## config.mk

```make
export PLATFORM = sky130hd
export DESIGN_NAME = up_counter
export DESIGN_NICKNAME = d
export VERILOG_FILES = /design/src/rtl/counter_pkg.sv /design/src/rtl/prescaler.sv /design/src/rtl/up_counter.sv
export SDC_FILE = /design/constraint.sdc
export NUM_CORES = 1
export LEC_CHECK = 0
export BUFFER_PORTS_ARGS = -buffer_cell sky130_fd_sc_hd__buf_4
export CAP_MARGIN = 20
export CELL_PAD_IN_SITES_DETAIL_PLACEMENT = 1
export CELL_PAD_IN_SITES_GLOBAL_PLACEMENT = 2
export CORE_MARGIN = 3
export CORE_UTILIZATION = 30
export DETAILED_ROUTE_END_ITERATION = 10
export PLACE_DENSITY_LB_ADDON = 0.12
export SLEW_MARGIN = 0
export SYNTH_ARGS = -nofsm -noshare
export SYNTH_HDL_FRONTEND = slang
export SYNTH_SLANG_ARGS = --single-unit
```

## constraint.sdc

```tcl
create_clock -name clock -period 1.69 [get_ports clock]
set_clock_uncertainty 0.05 [all_clocks]
set_input_delay 0.338 -clock clock [delete_from_list [all_inputs] [get_ports clock]]
set_output_delay 0.338 -clock clock [all_outputs]
set_load 0.01 [all_outputs]
```

## src/rtl/counter_pkg.sv

```systemverilog
// Shared types and defaults for the prescaled up counter.
// Holds the FSM state encoding and the default WIDTH/PRESC values.
package counter_pkg;

  localparam int DEF_WIDTH = 4;
  localparam int DEF_PRESC = 1;

  typedef enum logic [1:0] {
    IDLE = 2'd0,
    RUN  = 2'd1,
    HOLD = 2'd2
  } state_t;

endpackage

```

## src/rtl/prescaler.sv

```systemverilog
// Divides qualified enable cycles: tick on every PRESC-th en cycle.
// Ports: clock, reset (sync, high), restart (zero count), en, tick.
module prescaler
  import counter_pkg::*;
#(
  parameter int PRESC = DEF_PRESC
) (
  input  logic clock,
  input  logic reset,
  input  logic restart,
  input  logic en,
  output logic tick
);

  localparam int CW = (PRESC > 1) ? $clog2(PRESC) : 1;
  localparam logic [CW-1:0] LAST = CW'(PRESC - 1);

  logic [CW-1:0] cnt;

  // Tick is combinational so the parent sees it in the same cycle
  assign tick = en && (cnt == LAST);

  always_ff @(posedge clock) begin
    if (reset || restart) begin
      cnt <= '0;
    end else if (en) begin
      if (tick) cnt <= '0;
      else      cnt <= cnt + CW'(1);
    end
  end

endmodule

```

## src/rtl/up_counter.sv

```systemverilog
// Prescaled up counter with loadable target, one-shot or auto-reload.
// Ports: clock, reset, in, latch, clear, inc, mode -> counter, max, done.
module up_counter
  import counter_pkg::*;
#(
  parameter int WIDTH = DEF_WIDTH,
  parameter int PRESC = DEF_PRESC
) (
  input  logic             clock,
  input  logic             reset,
  input  logic [WIDTH-1:0] in,
  input  logic             latch,
  input  logic             clear,
  input  logic             inc,
  input  logic             mode,
  output logic [WIDTH-1:0] counter,
  output logic             max,
  output logic             done
);

  state_t           state;
  logic [WIDTH-1:0] target;
  logic [WIDTH-1:0] nxt;
  logic             en;
  logic             tick;
  logic             restart;

  // latch/clear win over inc, so they also block prescaler advance
  assign en      = inc && (state == RUN) && !latch && !clear;
  assign restart = latch || clear;
  assign nxt     = counter + WIDTH'(1);
  assign max     = (counter == target) && (state != IDLE);

  prescaler #(
    .PRESC(PRESC)
  ) u_pre (
    .clock  (clock),
    .reset  (reset),
    .restart(restart),
    .en     (en),
    .tick   (tick)
  );

  always_ff @(posedge clock) begin
    if (reset) begin
      state   <= IDLE;
      counter <= '0;
      target  <= '0;
      done    <= 1'b0;
    end else begin
      done <= 1'b0;
      if (latch) begin
        target  <= in;
        counter <= '0;
        state   <= (in == '0) ? HOLD : RUN;
      end else if (clear && state != IDLE) begin
        counter <= '0;
        state   <= (target == '0) ? HOLD : RUN;
      end else if (tick) begin
        if (counter != target) begin
          counter <= nxt;
          if (nxt == target) begin
            done <= 1'b1;
            if (!mode) state <= HOLD;
          end
        end else if (mode) begin
          counter <= '0;
        end else begin
          // Reached target under auto-reload, then switched to one-shot
          state <= HOLD;
        end
      end
    end
  end

endmodule

```

==> flow_summary.json <==
{
  "avgSynthCellArea_um2": 9.09,
  "final_cell_area_um2": 937,
  "arrival_ns": 1.24,
  "syn_nets": 87,
  "ant_nets": 0,
  "track_usage_pct": 15.1,
  "fp.dieW_um": 54.0,
  "min_path_cells": 2,
  "crit_path_end_kind": "output port",
  "drv_cap": 0,
  "maxSlewHeadroom_pct": 78.0,
  "path_clk_slew_ns": 0.08,
  "reg2reg_slack_ns": 0.19,
  "wire_per_inst_um": 14.8,
  "drtIter0Drc": 3,
  "fin_nets": 110,
  "holdPathEnd": "target[0]",
  "multi_input_area_um2": 462,
  "syn_to_final_growth_pct": 35.7,
  "grt_pass1_wl_um": 3040,
  "required_ns": 1.30,
  "drive_gt1_share_pct": 42.9,
  "avgViaCountPerCell": 5.25,
  "antennaDiodeCount": 0,
  "grt_overflow_total": 0,
  "clock.fmax_mhz": 614,
  "drv_slew": 0,
  "initial_utilization_pct": 33.5,
  "final_cell_mix": "20 x buf_4, 8 x nand2_1, 7 x nor2_1",
  "cts_buffers": 3,
  "grt_start_max_net_pins": 12,
  "start_kind": "flop",
  "rsz0062_at_grt": "yes",
  "fin_crit_sh_pct": 96.4,
  "cts_tree": "built",
  "setup_violations": 0,
  "peakVddDrop_v": 0.000277,
  "synth_seq_cells": 12,
  "reg2reg_depth": 4,
  "core_mm2": 0.00206,
  "hp-start": "reset",
  "mostFrequentLayoutCell": "buf_4",
  "status": "finished, final reports clean",
  "port_buffers": 15,
  "tns_ns": 0,
  "grt_pass1_vias": 666,
  "seq_area_frac_synth_pct": 34.8,
  "hold_buffers": 0,
  "worst_hold_path_type": "in -> reg",
  "drt_pre_antenna_iters": 2,
  "place_congestion": 0.760,
  "tightest_slew_ns": 0.328,
  "min_period_ns": 1.63,
  "yosysWarnings": 0,
  "finalHoldViolCount": 0,
  "r2r-start": "counter[0]",
  "ys.flop_type": "dfxtp_1",
  "crit_type": "reg -> out",
  "via_count": 656,
  "clk_latency_ns": 0.28,
  "r2r_end": "done",
  "p_leak_nw": 0.377,
  "fillers": 252,
  "die_area_mm2": 0.00291,
  "pin_count": 16,
  "wirelength_um": 1850,
  "crit_path_max_fanout": 3,
  "ys_types": 35,
  "synth_edf_count": 0,
  "drc_errors": 0,
  "async_flop_share_pct": 0,
  "seq_area_um2": 248,
  "h-tree-depth": 1,
  "synthesis.area_um2": 691,
  "die_height_um": 54.0,
  "place_area_um2": 845,
  "placementRows": 16,
  "dp_hpwl_um": 1410,
  "cts_buffer_depth": 2,
  "synth_cells": 76,
  "cts.sinks": 12,
  "antenna_found_initial": 0,
  "cts-root-buf": "clkbuf_4",
  "cellPowerDensity_mw_per_mm2": 708
}
==> report_power, final <==
| part | internal [W] | switching (W) |
|---|---|---|
| clock | 0.000131 | 0.000106 |
| sequential | 0.000293 | 0.0000134 |
| combinational | 0.0000623 | 0.0000571 |
| total | 0.000487 | 0.000177 |
==> state kept, by name, indices dropped and copies added (netlist names) <==
register and cells:
counter 4, target 4, state 2, done 1, u_pre.cnt 1
==> cells in the mapped netlist, drive strengths merged (3+ instances only) <==
cell   instances  share of area (%)
nor2           7                3.8
dfxtp         12                 35
mux2i          4                5.8
xnor2          5                6.3
a31oi          3                2.7
o22ai          4                3.6
nand2          8                4.3
==> critical path: stages, from the launching register on <==
cell and delay (ns):
dfxtp_2 0.35, xnor2_2 0.21, nand4_1 0.16, nor2_1 0.12
buf_4 0.13
==> kinds of logic (layout without fill, tap and decap cells) <==
| kind of cell | count (synthesis) | in the layout | synth area share, % |
|---|---|---|---|
| compound gates | 16 | 16 | 15.9 |
| xor+xnor | 7 | 7 | 8.88 |
| fa+ha+maj | 1 | 1 | 1.81 |
| buf+inv | 4 | 26 | 3.26 |
| flops | 12 | 12 | 34.8 |
| mux | 5 | 5 | 7.43 |
| simple gates | 31 | 31 | 27.9 |
==> area by class of cell <==
cell class                      count  area share [%]
Sequential cell                    12            26.4
Multi-Input combinational cell     60            49.3
Tap cell                           27            3.60
Clock buffer                        4            3.87
Inverter                            2           0.801
Timing Repair Buffer               20            16.0
==> timing repair <==
action | 4_1_cts | 5_1_grt
endpoints found under the setup margin | 1 | 4
pin swaps | 1 | 4
cloned | 0 | 0
buffers inserted | 1 | 1
gates resized for setup | 5 | 6
==> how the worst max path moves through the flow <==
stage | from | to | slack (ns) | cells after the start
6_report | counter[2] | max | 0.06 | 4
5_1_grt | counter[2] | max | -0.04 | 4
4_1_cts | counter[2] | max | 0.02 | 4
3_5_place_dp | clear | counter[3] | 0.01 | 5
3_3_place_gp | clear | counter[1] | 0.02 | 5
2_1_floorplan | counter[0] | done | 0.24 | 4
==> through the flow <==
step / hold WS [ns] / utilization [%] / std cells / worst slack (ns) / total power, W
CTS: 0.239 / 44.3 / 124 / 0.0214 / 0.000664
global route: 0.241 / 45.4 / 125 / -0.0375 / 0.000707
finish: 0.233 / 45.4 / 125 / 0.0607 / 0.000664
global placement: 0.467 / 41.0 / 119 / 0.0211 / 0.000414
detailed placement: 0.486 / 41.0 / 119 / 0.0110 / 0.000417
floorplan: 0.435 / - / 76 / 0.241 / 0.000376
==> layer usage <==
| layer | vias to the layer above | global-route usage, % | wire length (um) | part of all wire, % |
|---|---|---|---|---|
| li1 | 331 | - | - | - |
| met1 | 307 | 18.0 | 814 | 44 |
| met2 | 13 | 24.6 | 910 | 49 |
| met3 | 5 | 2.49 | 74 | 4.0 |
| met4 | 0 | 9.96 | 49 | 2.7 |
| met5 | - | 0 | 0 | 0 |
(Power assumes the default switching activity.)
